==> config.mk <==
export PLATFORM = sky130hd
export DESIGN_NAME = lamp_scan_arbiter
export DESIGN_NICKNAME = d
export VERILOG_FILES = /design/src/rtl/lamp_scan_arbiter.sv
export SDC_FILE = /design/constraint.sdc
export NUM_CORES = 1
export LEC_CHECK = 0
export ABC_AREA = 1
export CAP_MARGIN = 30
export CORE_MARGIN = 8
export CORE_UTILIZATION = 38
export DETAILED_ROUTE_END_ITERATION = 7
export GPL_TIMING_DRIVEN = 1
export PLACE_DENSITY = 0.61
export SLEW_MARGIN = 20
export SYNTH_ARGS = -nofsm -noshare
export SYNTH_HDL_FRONTEND = slang
export SYNTH_SLANG_ARGS = --single-unit
==> constraint.sdc <==
create_clock -name clk -period 4 [get_ports clk]
set_input_delay 0.8 -clock clk [delete_from_list [all_inputs] [get_ports clk]]
set_output_delay 0.8 -clock clk [all_outputs]
set_load 0.005 [all_outputs]
==> src/rtl/lamp_scan_arbiter.sv <==
// Round-robin arbiter sharing one 3-to-8 active-low lamp decoder among 8 requesters.
// Each grant holds the decoder for hold_len+1 cycles, followed by one disabled gap cycle.
//
// state    | meaning
// ---------+------------------------------------------------------------
// ST_IDLE  | no requester, decoder disabled
// ST_GRANT | grant_idx owns the decoder, hold counter running
// ST_GAP   | one dead cycle with decoder disabled, done pulse high
module lamp_scan_arbiter #(
    parameter int HOLD_W = 8
) (
    input  logic              clk,
    input  logic              rst,
    input  logic [7:0]        req,
    input  logic [HOLD_W-1:0] hold_len,
    output logic              sel_c,
    output logic              sel_b,
    output logic              sel_a,
    output logic              dec_g,
    output logic              dec_g2a,
    output logic              dec_g2b,
    output logic              grant_valid,
    output logic [2:0]        grant_idx,
    output logic              done
);

    localparam logic [1:0] ST_IDLE  = 2'd0;
    localparam logic [1:0] ST_GRANT = 2'd1;
    localparam logic [1:0] ST_GAP   = 2'd2;

    localparam logic [HOLD_W-1:0] CNT_ONE = HOLD_W'(1);

    logic [1:0]        state_q, state_d;
    logic [2:0]        idx_q, idx_d;
    logic [2:0]        last_q, last_d;
    logic [HOLD_W-1:0] cnt_q, cnt_d;
    logic              gv_q, gv_d;
    logic              done_q, done_d;
    logic              dec_g_q, dec_g_d;
    logic              g2a_q, g2a_d;
    logic              g2b_q, g2b_d;

    logic              win_found;
    logic [2:0]        win_idx;
    logic [2:0]        cand;

    // Search starts one past the last winner; offset 8 wraps back onto last_q itself,
    // which lets a sole continuous requester win again.
    always_comb begin
        win_found = 1'b0;
        win_idx   = last_q;
        cand      = last_q;
        for (int k = 1; k <= 8; k++) begin
            cand = last_q + 3'(k);
            if (!win_found && req[cand]) begin
                win_found = 1'b1;
                win_idx   = cand;
            end
        end
    end

    always_comb begin
        state_d = state_q;
        idx_d   = idx_q;
        last_d  = last_q;
        cnt_d   = cnt_q;
        gv_d    = gv_q;
        done_d  = done_q;
        case (state_q)
            ST_IDLE: begin
                if (win_found) begin
                    state_d = ST_GRANT;
                    idx_d   = win_idx;
                    last_d  = win_idx;
                    cnt_d   = hold_len;
                    gv_d    = 1'b1;
                end
            end
            ST_GRANT: begin
                if (!req[idx_q] || (cnt_q == '0)) begin
                    state_d = ST_GAP;
                    gv_d    = 1'b0;
                    done_d  = 1'b1;
                end else begin
                    cnt_d = cnt_q - CNT_ONE;
                end
            end
            ST_GAP: begin
                done_d = 1'b0;
                if (win_found) begin
                    state_d = ST_GRANT;
                    idx_d   = win_idx;
                    last_d  = win_idx;
                    cnt_d   = hold_len;
                    gv_d    = 1'b1;
                end else begin
                    state_d = ST_IDLE;
                end
            end
            default: begin
                state_d = ST_IDLE;
                gv_d    = 1'b0;
                done_d  = 1'b0;
            end
        endcase
        dec_g_d = (state_d == ST_GRANT);
        g2a_d   = ~dec_g_d;
        g2b_d   = ~dec_g_d;
    end

    always_ff @(posedge clk or posedge rst) begin
        if (rst) begin
            state_q <= ST_IDLE;
            idx_q   <= 3'd0;
            last_q  <= 3'd7;
            cnt_q   <= '0;
            gv_q    <= 1'b0;
            done_q  <= 1'b0;
            dec_g_q <= 1'b0;
            g2a_q   <= 1'b1;
            g2b_q   <= 1'b1;
        end else begin
            state_q <= state_d;
            idx_q   <= idx_d;
            last_q  <= last_d;
            cnt_q   <= cnt_d;
            gv_q    <= gv_d;
            done_q  <= done_d;
            dec_g_q <= dec_g_d;
            g2a_q   <= g2a_d;
            g2b_q   <= g2b_d;
        end
    end

    assign sel_c       = idx_q[2];
    assign sel_b       = idx_q[1];
    assign sel_a       = idx_q[0];
    assign grant_idx   = idx_q;
    assign grant_valid = gv_q;
    assign done        = done_q;
    assign dec_g       = dec_g_q;
    assign dec_g2a     = g2a_q;
    assign dec_g2b     = g2b_q;

endmodule

After elaboration in Yosys (flattened, before gate mapping)
Cells that the tools add are included.
Widths: inputs -> output; s select.

storage, ports and cells
  register bits = 20
  bits in latches = 0
  RAM bits = 0
  ROM bits = 0
  input bits = 18
  output and inout port bits = 11
  memories kept = 0

cells by class
  $add $sub $neg = 8
  multiply operators = 0
  div/mod/pow operators = 0
  order comparisons = 9
  eq/ne operators = 6
  shifts and indexed selects = 0
  mux-type cells = 46
  bitwise gates (word level) = 2
  reduce and logical (&&, ||, !) cells = 24

operators by type and width
  kind                 count
  $lt 3x4->1 const B   9
  $bmux 1 s3           9
  $mux 3               8
  $mux 1               21
  $mux 8               2
  $pmux 8 s2           1
  $add 3x3->3 const B  4
  $logic_not 1->1      8
  $logic_not 8->1      1
  $sub 8x1->8 const B  1
  $logic_and 1x1->1    7
  $add 3x2->3 const B  2
  $pmux 2 s3           1
  $reduce_and 2->1     3
  $eq 2x1->1 const B   2
  $mux 2               2
  $ne 2x2->1 const B   2
  $pmux 1 s2           2
  $add 3x1->3 const B  1
  $reduce_and 3->1     1
  $eq 2x2->1 const B   1
  $logic_not 2->1      1
  $ne 2x1->1 const B   1
  $not 1->1            2
  other kinds (3)      3

Logic depth before layout (Yosys ltp)
  depth in word-level cells = 29
  depth in mapped cells = 19
  depth with buffers taken out = 17

Least setup slack after synthesis
Ideal clock, no wire load.

  path kind = register -> register
  from = register last_q[1]
  to = register cnt_q[0]
  arrival time = 2.395 ns
  required time = 3.882 ns
  path slack = 1.487 ns
  cell stages (with the launch flop) = 18
  path through = dfstp_2 -> buf_4 -> clkinv_2 -> ha_1 -> buf_4 -> inv_2 -> nand3_2 -> nand3_2 -> nand2_4 -> nor2_8 -> nand4_4 -> nor2_4 -> nand3_2 -> nand2_4 -> nand2_4 -> buf_6 -> nand2_2 -> o21ai_2

between the ends
  cells in the longest elaborated chain, start to end = 27

ends and longest elaborated chain
  item                                 line  source
  start, declared                      35    logic [2:0] last_q, last_d;
  start signal, assigned               125   last_q <= last_d;
  $add 3x1->3                          54    cand = last_q + 3'(k);
  $bmux 1 s3                           55    if (!win_found && req[cand]) begin
  $mux 1 (implied by the code)         55
  $mux 1                               55
  $logic_not 1->1                      55
  $logic_and 1x1->1                    55
  $mux 1                               55
  $logic_not 1->1                      55
  [... 11 more ...]                    --
  $logic_not 1->1                      55
  $logic_and 1x1->1                    55
  $mux 1                               55
  $logic_not 1->1                      55
  $logic_and 1x1->1                    55
  $mux 1 *                             55
  $ne 2x1->1 (no source line) *        --
  $reduce_and 3->1 (no source line) *  --
  end signal, assigned                 126   cnt_q <= cnt_d;
  end, declared                        36    logic [HOLD_W-1:0] cnt_q, cnt_d;

Mark *: on every way between the ends. The rest lies on a longest branch, timed or not. The select of a mux whose other input is x is not followed.
A chain may end at the register's enable or synchronous reset.

Final worst setup path
  from = register last_q[1]
  to = register cnt_q[6]

The elaborated chain is that of the path after synthesis.

==> metrics.yaml <==
fin_setup_tns_ps: 0
max_freq_mhz: 353
dieArea_um2: 7270
cts_htree_levels: 1
numPortBuffers: 28
dpl-instance-area_um2: 2090
hold_class: "reg -> reg"
r2r-start: "last_q[1]"
clkLatencyLatePin_ps: 260
wl_mm: 4.37
dp_cells: 342
synth.area.top_cells: "dfrtp_1 22%, nand2_1 19%, nand3_1 6.0%, dfstp_2 5.8%, inv_1 5.8%"
r2r_cells: 14
design_area_um2: 2160
crit_slowest_cell: "dfstp_2"
cts-root-buf: "clkbuf_8"
critPathCaptureType: "flop"
final.min_clock_period_ps: 2830
overflow: 0
async_flop_share_pct: 100
min_period_over_period_pct: 70.8
dieWidth_um: 85.2
synth_seq_cells: 20
area_delta_synth_final_pct: 18.5
synth_warnings: 0
drtPass1Iterations: 4
cts_resized: 0
ios: 29
syn_inst: 270
worst_setup_path_start_kind: "flop"
crit_cells: 14
yosys_most_used_dff: "dfrtp_1"
clk_path_buf_depth: 2
gp_congestion: 0.898
drt-wirelength-per-cell_um: 12.6
grt_max_degree: 21
drc: 0
setup_viol: 0
synth_top_area_share_pct: 22.0
grt_usage_pct: 12.2
fp.dieH_um: 85.2
cp_slowest_stage_delay_ps: 680
synth_common_cells: "92 x nand2_1, 28 x inv_1, 22 x nand3_1"
arrival_ps: 3020
fin_util_pct: 46.3
synth_area_um2: 1820
path_clk_slew_ps: 80
antenna_found_initial: 0
critPathMostFrequentCell: "nand2_4"
drt_iter0_drc: 123
worstPathCellList: "clkinv_2 -> ha_1 -> nand3_2 -> nand3_4 -> nand2_4 -> nor2_8 -> nand4_4 -> nor2_4 -> nand3_2 -> nand2_4 -> nand2_4 -> inv_2 -> nand2_1 -> o21ai_0"
start_util_pct: 39.1
rsz0062_at_grt: "no"
final_cells: 346
cp.required_ps: 4190
reg2reg_setup_slack_ps: 1170
reg2reg_to: "cnt_q[6]"
final_nets: 314
status: "finished, final reports clean"
worst_pin_slew_ps: 766
tritoncts: "done"
synth.largest_area_cell: "dfrtp_1"
rows: 25
post-cts-setup-buffers: 0
maxSlewHeadroom_pct: 48.9
yosysSeqAreaShare_pct: 27.7
final-hold-violation-count: 0
cts_hold_buf: 0
grt_pass1_wl_mm: 7.38
crit_buf_inv: 2
drive_above_1_share_pct: 15.1
coreArea_um2: 4660
setup.worst_path.start: "last_q[1]"
cp-endpoint: "cnt_q[6]"
crit_type: "reg -> reg"
place_hpwl_mm: 3.45
critPathMaxFanout: 14
grt_pass1_vias: 1649
path_delay_family: "simple AND/OR/NAND/NOR gates"
drv_slew: 0
drtAntennaViolNets: 0
vias: 1709
diodes: 0
synth_cell_type_count: 32
n_fill_cell: 472
synth_nets: 291
max_cap_violations: 0
final.setup_skew_ps: 2.39
synth_area_per_cell_um2: 6.75
yosysMostFrequentCell: "nand2_1"
cts.sinks: 20
cts_made_buffers: 3
routed_via_density: 4.94
synth_edf_count: 0
## area by class of cell
class	count	area, um2	area share [%]
clock inverters	1	30.0	1.39
inverters	32	121	5.62
clock buffers	3	41.3	1.91
well taps	54	67.6	3.13
multi-input cells	208	1110	51.5
repair buffers	28	280	13.0
flip-flops and latches	20	505	23.4
## stage by stage
step                worst slack (ps)  hold slack, ps
floorplan                       1490             447
global placement                1220             465
detailed placement              1190             466
CTS                             1170             487
global route                     908             507
finish                          1170             490
## per-layer routing
metal  global-route usage (%)  routed length [um]
met5                        0                   0
met4                     2.43                  17
met3                     2.51                 147
met2                     19.2                1990
met1                     16.6                2210
## registers in the layout, summed over array words and instances, names as in the netlist
signal,flops
grant_idx,3
dec_g2b,1
last_q,3
cnt_q,8
done,1
grant_valid,1
dec_g,1
state_q,2
## cell usage in the layout, fill, tap and decap left out, drive strengths merged, types with 3 or more instances in the layout
cell             n
a21oi            4
a31oi            5
clkbuf           3
clkdlybuf4s50   28
dfrtp           16
dfstp            4
ha               3
inv             31
nand2          103
nand3           31
nand4            4
nor2            24
o21ai           24
xor2             3
## cells by family after synthesis
logic type,after synthesis,share of synthesized area [%]
simple gates,165,44.7
fa+ha+maj,3,2.06
compound gates,36,12.0
buf+inv,42,11.2
flops,20,27.7
xor+xnor,4,2.34
## worst min path at each step
stage	depth (start not counted)	slack, ps	from	end
floorplan	1	450	state_q[1]	state_q[1]
global placement	1	460	state_q[1]	state_q[1]
detailed placement	1	470	state_q[1]	state_q[1]
CTS	1	490	state_q[1]	state_q[1]
global route	1	510	state_q[1]	state_q[1]
finish	1	490	state_q[1]	state_q[1]
Power is not shown: default switching activity piles up to over one toggle a cycle in this logic, so the estimate is an artifact.
